<file path="src/rtl/alu_iter.sv">
// Multi-cycle integer ALU with an iterative shifter that moves SHIFT_STEP bits per cycle.
// Requests and results use valid/ready handshakes; flush discards any in-flight operation.
//
// state | meaning
// IDLE  | ready for a request; single-cycle ops and zero-amount shifts resolve here
// SHIFT | working register shifted by up to SHIFT_STEP bits per cycle
// DONE  | result held on res_data until the consumer takes it
module alu_iter #(
   parameter int XLEN       = 32,
   parameter int SHIFT_STEP = 1
) (
   input  logic            clock,
   input  logic            reset,
   input  logic            flush,
   input  logic            req_valid,
   output logic            req_ready,
   input  logic [3:0]      req_op,
   input  logic [XLEN-1:0] req_rs1,
   input  logic [XLEN-1:0] req_rs2,
   output logic            res_valid,
   input  logic            res_ready,
   output logic [XLEN-1:0] res_data
);

   localparam int SW = $clog2(XLEN);
   localparam int KW = $clog2(SHIFT_STEP) + 1;

   localparam logic [3:0] OP_ADD  = 4'd0;
   localparam logic [3:0] OP_SUB  = 4'd1;
   localparam logic [3:0] OP_SLL  = 4'd2;
   localparam logic [3:0] OP_SRL  = 4'd3;
   localparam logic [3:0] OP_SRA  = 4'd4;
   localparam logic [3:0] OP_SLT  = 4'd5;
   localparam logic [3:0] OP_SLTU = 4'd6;
   localparam logic [3:0] OP_AND  = 4'd7;
   localparam logic [3:0] OP_OR   = 4'd8;
   localparam logic [3:0] OP_XOR  = 4'd9;
   localparam logic [3:0] OP_ROL  = 4'd10;
   localparam logic [3:0] OP_ROR  = 4'd11;
   localparam logic [3:0] OP_MIN  = 4'd12;
   localparam logic [3:0] OP_MAX  = 4'd13;
   localparam logic [3:0] OP_MINU = 4'd14;
   localparam logic [3:0] OP_MAXU = 4'd15;

   typedef enum logic [1:0] {
      IDLE  = 2'd0,
      SHIFT = 2'd1,
      DONE  = 2'd2
   } state_t;

   state_t            state_q;
   state_t            state_d;
   logic [XLEN-1:0]   work_q;
   logic [3:0]        op_q;
   logic [SW-1:0]     rem_q;

   logic [SW-1:0]     shamt;
   logic              shift_op;
   logic              lt_s;
   logic              lt_u;
   logic [XLEN-1:0]   alu_res;

   logic [SW:0]       rem_ext;
   logic [KW-1:0]     k;
   logic [SW-1:0]     rem_next;
   logic [2*XLEN-1:0] wide;
   logic [2*XLEN-1:0] wide_l;
   logic [2*XLEN-1:0] wide_r;
   logic [XLEN-1:0]   shifted;

   assign req_ready = (state_q == IDLE) && !reset;

   assign shamt    = req_rs2[SW-1:0];
   assign shift_op = (req_op == OP_SLL) || (req_op == OP_SRL) || (req_op == OP_SRA) ||
                     (req_op == OP_ROL) || (req_op == OP_ROR);
   assign lt_s     = $signed(req_rs1) < $signed(req_rs2);
   assign lt_u     = req_rs1 < req_rs2;

   // Shift opcodes fall through to rs1, which is the answer for a zero shift amount.
   always_comb begin
      alu_res = req_rs1;
      case (req_op)
         OP_ADD:  alu_res = req_rs1 + req_rs2;
         OP_SUB:  alu_res = req_rs1 - req_rs2;
         OP_SLT:  alu_res = {{(XLEN-1){1'b0}}, lt_s};
         OP_SLTU: alu_res = {{(XLEN-1){1'b0}}, lt_u};
         OP_AND:  alu_res = req_rs1 & req_rs2;
         OP_OR:   alu_res = req_rs1 | req_rs2;
         OP_XOR:  alu_res = req_rs1 ^ req_rs2;
         OP_MIN:  alu_res = lt_s ? req_rs1 : req_rs2;
         OP_MAX:  alu_res = lt_s ? req_rs2 : req_rs1;
         OP_MINU: alu_res = lt_u ? req_rs1 : req_rs2;
         OP_MAXU: alu_res = lt_u ? req_rs2 : req_rs1;
         default: alu_res = req_rs1;
      endcase
   end

   // Step size is bounded by SHIFT_STEP, so the shifter only spans KW amount bits.
   assign rem_ext  = {1'b0, rem_q};
   assign k        = (rem_ext >= (SW+1)'(SHIFT_STEP)) ? KW'(SHIFT_STEP) : rem_ext[KW-1:0];
   assign rem_next = rem_q - SW'(k);
   assign wide     = {work_q, work_q};
   assign wide_l   = wide << k;
   assign wide_r   = wide >> k;

   always_comb begin
      shifted = work_q;
      case (op_q)
         OP_SLL:  shifted = work_q << k;
         OP_SRL:  shifted = work_q >> k;
         OP_SRA:  shifted = $signed(work_q) >>> k;
         OP_ROL:  shifted = wide_l[2*XLEN-1:XLEN];
         OP_ROR:  shifted = wide_r[XLEN-1:0];
         default: shifted = work_q;
      endcase
   end

   always_ff @(posedge clock) begin
      if (reset) begin
         state_q <= IDLE;
      end else begin
         state_q <= state_d;
      end
   end

   always_comb begin
      state_d = state_q;
      case (state_q)
         IDLE: begin
            if (req_valid) begin
               state_d = (shift_op && (shamt != '0)) ? SHIFT : DONE;
            end
         end
         SHIFT: begin
            if (rem_next == '0) begin
               state_d = DONE;
            end
         end
         DONE: begin
            if (res_ready) begin
               state_d = IDLE;
            end
         end
         default: state_d = IDLE;
      endcase
      if (flush) begin
         state_d = IDLE;
      end
   end

   always_ff @(posedge clock) begin
      if (reset) begin
         res_valid <= 1'b0;
         res_data  <= '0;
         work_q    <= '0;
         op_q      <= '0;
         rem_q     <= '0;
      end else begin
         res_valid <= (state_d == DONE);
         if (!flush) begin
            case (state_q)
               IDLE: begin
                  if (req_valid) begin
                     op_q   <= req_op;
                     work_q <= req_rs1;
                     rem_q  <= shamt;
                     if (state_d == DONE) begin
                        res_data <= alu_res;
                     end
                  end
               end
               SHIFT: begin
                  work_q <= shifted;
                  rem_q  <= rem_next;
                  if (rem_next == '0) begin
                     res_data <= shifted;
                  end
               end
               default: ;
            endcase
         end
      end
   end

endmodule

</file>
<file path="config.mk">
export PLATFORM = sky130hd
export DESIGN_NAME = alu_iter
export DESIGN_NICKNAME = d
export VERILOG_FILES = /design/src/rtl/alu_iter.sv
export SDC_FILE = /design/constraint.sdc
export NUM_CORES = 1
export LEC_CHECK = 0
export BUFFER_PORTS_ARGS = -buffer_cell sky130_fd_sc_hd__buf_4
export CORE_ASPECT_RATIO = 1.25
export CORE_MARGIN = 2
export CORE_UTILIZATION = 65
export CTS_CLUSTER_DIAMETER = 30
export DETAILED_ROUTE_END_ITERATION = 7
export PLACE_DENSITY = 0.87
export REMOVE_ABC_BUFFERS = 1
export SLEW_MARGIN = 15
export SYNTH_ARGS = -nofsm -noshare
export SYNTH_HDL_FRONTEND = slang
export SYNTH_SLANG_ARGS = --single-unit
</file>
<file path="constraint.sdc">
create_clock -name clock -period 7.8 [get_ports clock]
set_input_delay 0.39 -clock clock [delete_from_list [all_inputs] [get_ports clock]]
set_output_delay 0.39 -clock clock [all_outputs]
set_load 0.005 [all_outputs]
</file>
==> run_results.csv <==
group,metric,value,unit
clock_network,cts_buffers,9,
power_and_ir_drop,powerDensity,143,nW/um^2
placement,dp_slack,3.63,ns
timing,setup-tns-final,0,ns
critical_path,max_stage_delay,0.71,ns
timing,maxSlewViolCount,0,
timing,post-route-min-period,4.12,ns
logic_synthesis,avgSynthCellArea,6.99,sq um
final_layout,antenna_cells,0,
power_and_ir_drop,total_leakage_power,4.38,nW
timing,rsz0062_at_grt,"false",
status,status,"finished clean",
critical_path,cp_num_buf_inv,1,
final_layout,nets,1601,
timing,fin_crit_sh,52.8,%
floorplanning,num_rows,50,
drt,vias,11751,
clock_network,cts_tree,"done",
clock_network,cts.reportedPaths.clkPinSlew,0.07,ns
critical_path,critPathTopFamily,"simple AND/OR/NAND/NOR gates",
critical_path,cp-start-kind,"flip-flop",
critical_path,endpoint_kind,"flip-flop",
critical_path,worst_path_most_repeated_cell,"nand2_1",
floorplanning,dieHeight,141,um
clock_network,clock-root-buffer,"clkbuf_16",
clock_network,clock_sinks,76,
floorplanning,initial_utilization,65.9,%
logic_synthesis,synth_top_cell_by_area,"dfxtp_1",
hold_path,hold_path_class,"in -> reg",
clock_network,cts_setup_buffers,0,
logic_synthesis,synth_area_leaders,"dfxtp_1 16%, ha_1 12%, a21oi_1 8.8%",
global_route,grt_max_degree,67,
logic_synthesis,ys_seq_area_share,15.6,%
placement,portBuffers,106,
logic_synthesis,synth-seq-cells,76,
placement,place.gp.congestion,1.06,
global_route,overflow,0,
timing,relSlewSlack,23.6,%
logic_synthesis,synthArstFlopShare,0,%
global_route,grt_pass1_vias,10965,
drt,drt_wl_total,37100,um
critical_path,crit_required,8.11,ns
floorplanning,die-area,16000,sq um
logic_synthesis,synth_cell_types,91,
timing,hold_viol,0,
clock_network,cts-resized-gates,0,
critical_path,path_class,"reg -> reg",
drt,via_per_inst,7.27,
timing,fin_skew,0.00984,ns
clock_network,clock_latency,0.36,ns
final_layout,final_common_cell,"a21oi_1",
timing,max_freq,243,MHz
timing,setup_viol,0,
timing,tightest_slew,1.15,ns
clock_network,clockBufferDepth,2,
final_layout,area_growth,11.4,%
critical_path,cp.arrival,4.43,ns
clock_network,cts_htree_levels,3,
global_route,antenna_found_initial,0,
logic_synthesis,synth_area,9780,sq um
job,max_cap_violations,0,
floorplanning,core,14800,sq um
drt,post_drt_wl_per_cell,22.9,um
clock_network,cts_hold_buffers,0,
global_route,grt_pass1_wl,57600,um
logic_synthesis,syn_inst,1398,
power_and_ir_drop,ir_worst_vdd,0.0000857,V
critical_path,crit_slowest_cell,"nor2_1",
final_layout,layout_common_cells,"171 x a21oi_1, 125 x nor2_1, 123 x buf_4",
logic_synthesis,synth_top_area_share,15.6,%
drt,drc,0,
logic_synthesis,synth_ff_type,"dfxtp_1",
drt,ant_nets,0,
placement,hpwl,25500,um
floorplanning,io_pins,107,
logic_synthesis,synth_edf_count,0,
critical_path,cp_max_fo,27,
critical_path,crit_chain,"nor2_1, a21oi_1, ha_1, nand2b_1, nand4b_1, nor3_1, nand2_1, o21ai_1, nand2_1, buf_4, nor2_1, nand2_1, o311ai_0, a211o_1",
logic_synthesis,synth_warnings,0,
final_layout,drive_gt1_share,12.7,%
timing,worst_slack,3.68,ns
drt,drtIter0Drc,1377,
drt,firstDrtPassIters,7,
floorplanning,die_w,114,um
global_route,track_usage,45.1,%
[cells in the mapped netlist, types with 12 or more instances]
library cell,count
a22oi_1,31
xnor2_1,30
o21ai_0,119
a221oi_1,29
nor2_1,126
o211ai_1,33
nand3_1,26
nand2_1,103
nor2b_1,12
dfxtp_1,76
nor3_1,28
a211oi_1,61
clkbuf_1,81
a31oi_1,12
a21oi_1,171
inv_1,101
ha_1,97
mux2i_1,12
o21bai_1,14
[final timing paths]
path | from | endpoint | slack (ns) | depth (start not counted)
max reg2reg | rem_q[3]$_SDFFE_PP0P_ | res_data[27]$_SDFFE_PP0P_ | 3.68 | 14
max | rem_q[3]$_SDFFE_PP0P_ | res_data[27]$_SDFFE_PP0P_ | 3.68 | 14
min reg2reg | res_data[4]$_SDFFE_PP0P_ | res_data[4]$_SDFFE_PP0P_ | 0.45 | 2
min | flush | res_valid$_SDFF_PP0_ | 0.23 | 2
[worst register-to-register path: cells and delay by family (launching register included)]
family                   cells  cell delay [ns]
AND/OR/NAND/NOR              8             2.29
buffers and inverters        1             0.35
AO/OA/AOI/OAI                4             0.83
adder cells (fa/ha/maj)      1             0.25
flip-flops                   1             0.35
[metrics by stage]
step	instances	util, %	total power [W]	hold slack, ns	cell area (sq um)
after floorplan	1295	-	0.000832	0.442	9360
after global placement	1600	71.2	0.00103	0.441	10600
after detailed placement	1600	71.2	0.00104	0.443	10600
after CTS	1616	73.4	0.00153	0.230	10900
after global routing	1616	73.5	0.00162	0.239	10900
final	1616	73.5	0.00156	0.226	10900
[kinds of logic after synthesis]
kind of cell               after synthesis  synth area share (%)
DFF                                     76                  15.6
adders and majority gates               99                  12.8
muxes                                   13                  1.34
and+or+nand+nor                        369                  17.7
AOI/OAI and AO/OA                      602                  41.3
xor gates and xnor gates                34                  3.05
buffers and inverters                  205                  8.18
[area by class of cell]
| class | instances | area, sq um |
|---|---|---|
| fill | 1259 | 3930 |
| inverter | 102 | 383 |
| tap | 182 | 228 |
| clock inverter | 6 | 93.8 |
| clock buffer | 10 | 239 |
| timing repair buffer | 123 | 923 |
| sequential | 76 | 1520 |
| multi-input combinational | 1117 | 7510 |
[report_power, final]
part           internal (W)  leakage [nW]  switching [W]  total, W
registers          0.000413         0.622      0.0000260  0.000439
clock network      0.000292         0.160       0.000202  0.000495
logic              0.000229          3.60       0.000395  0.000624
[per-layer routing]
metal  GRT usage, %  wire length (um)  vias to the layer above
li1               -                 -                     5253
met1           56.3             13600                     5408
met2           71.7             16800                      894
met3           7.61              4300                      196
met4           28.7              2410                        0
met5              0                 0                        -
[flip-flops by register name, summed over array words and instances, names as in the netlist]
signal / cells
res_data: 32
state_q: 2
rem_q: 5
res_valid: 1
op_q: 4
work_q: 32
No activity file was read; power rests on OpenSTA's default activity.
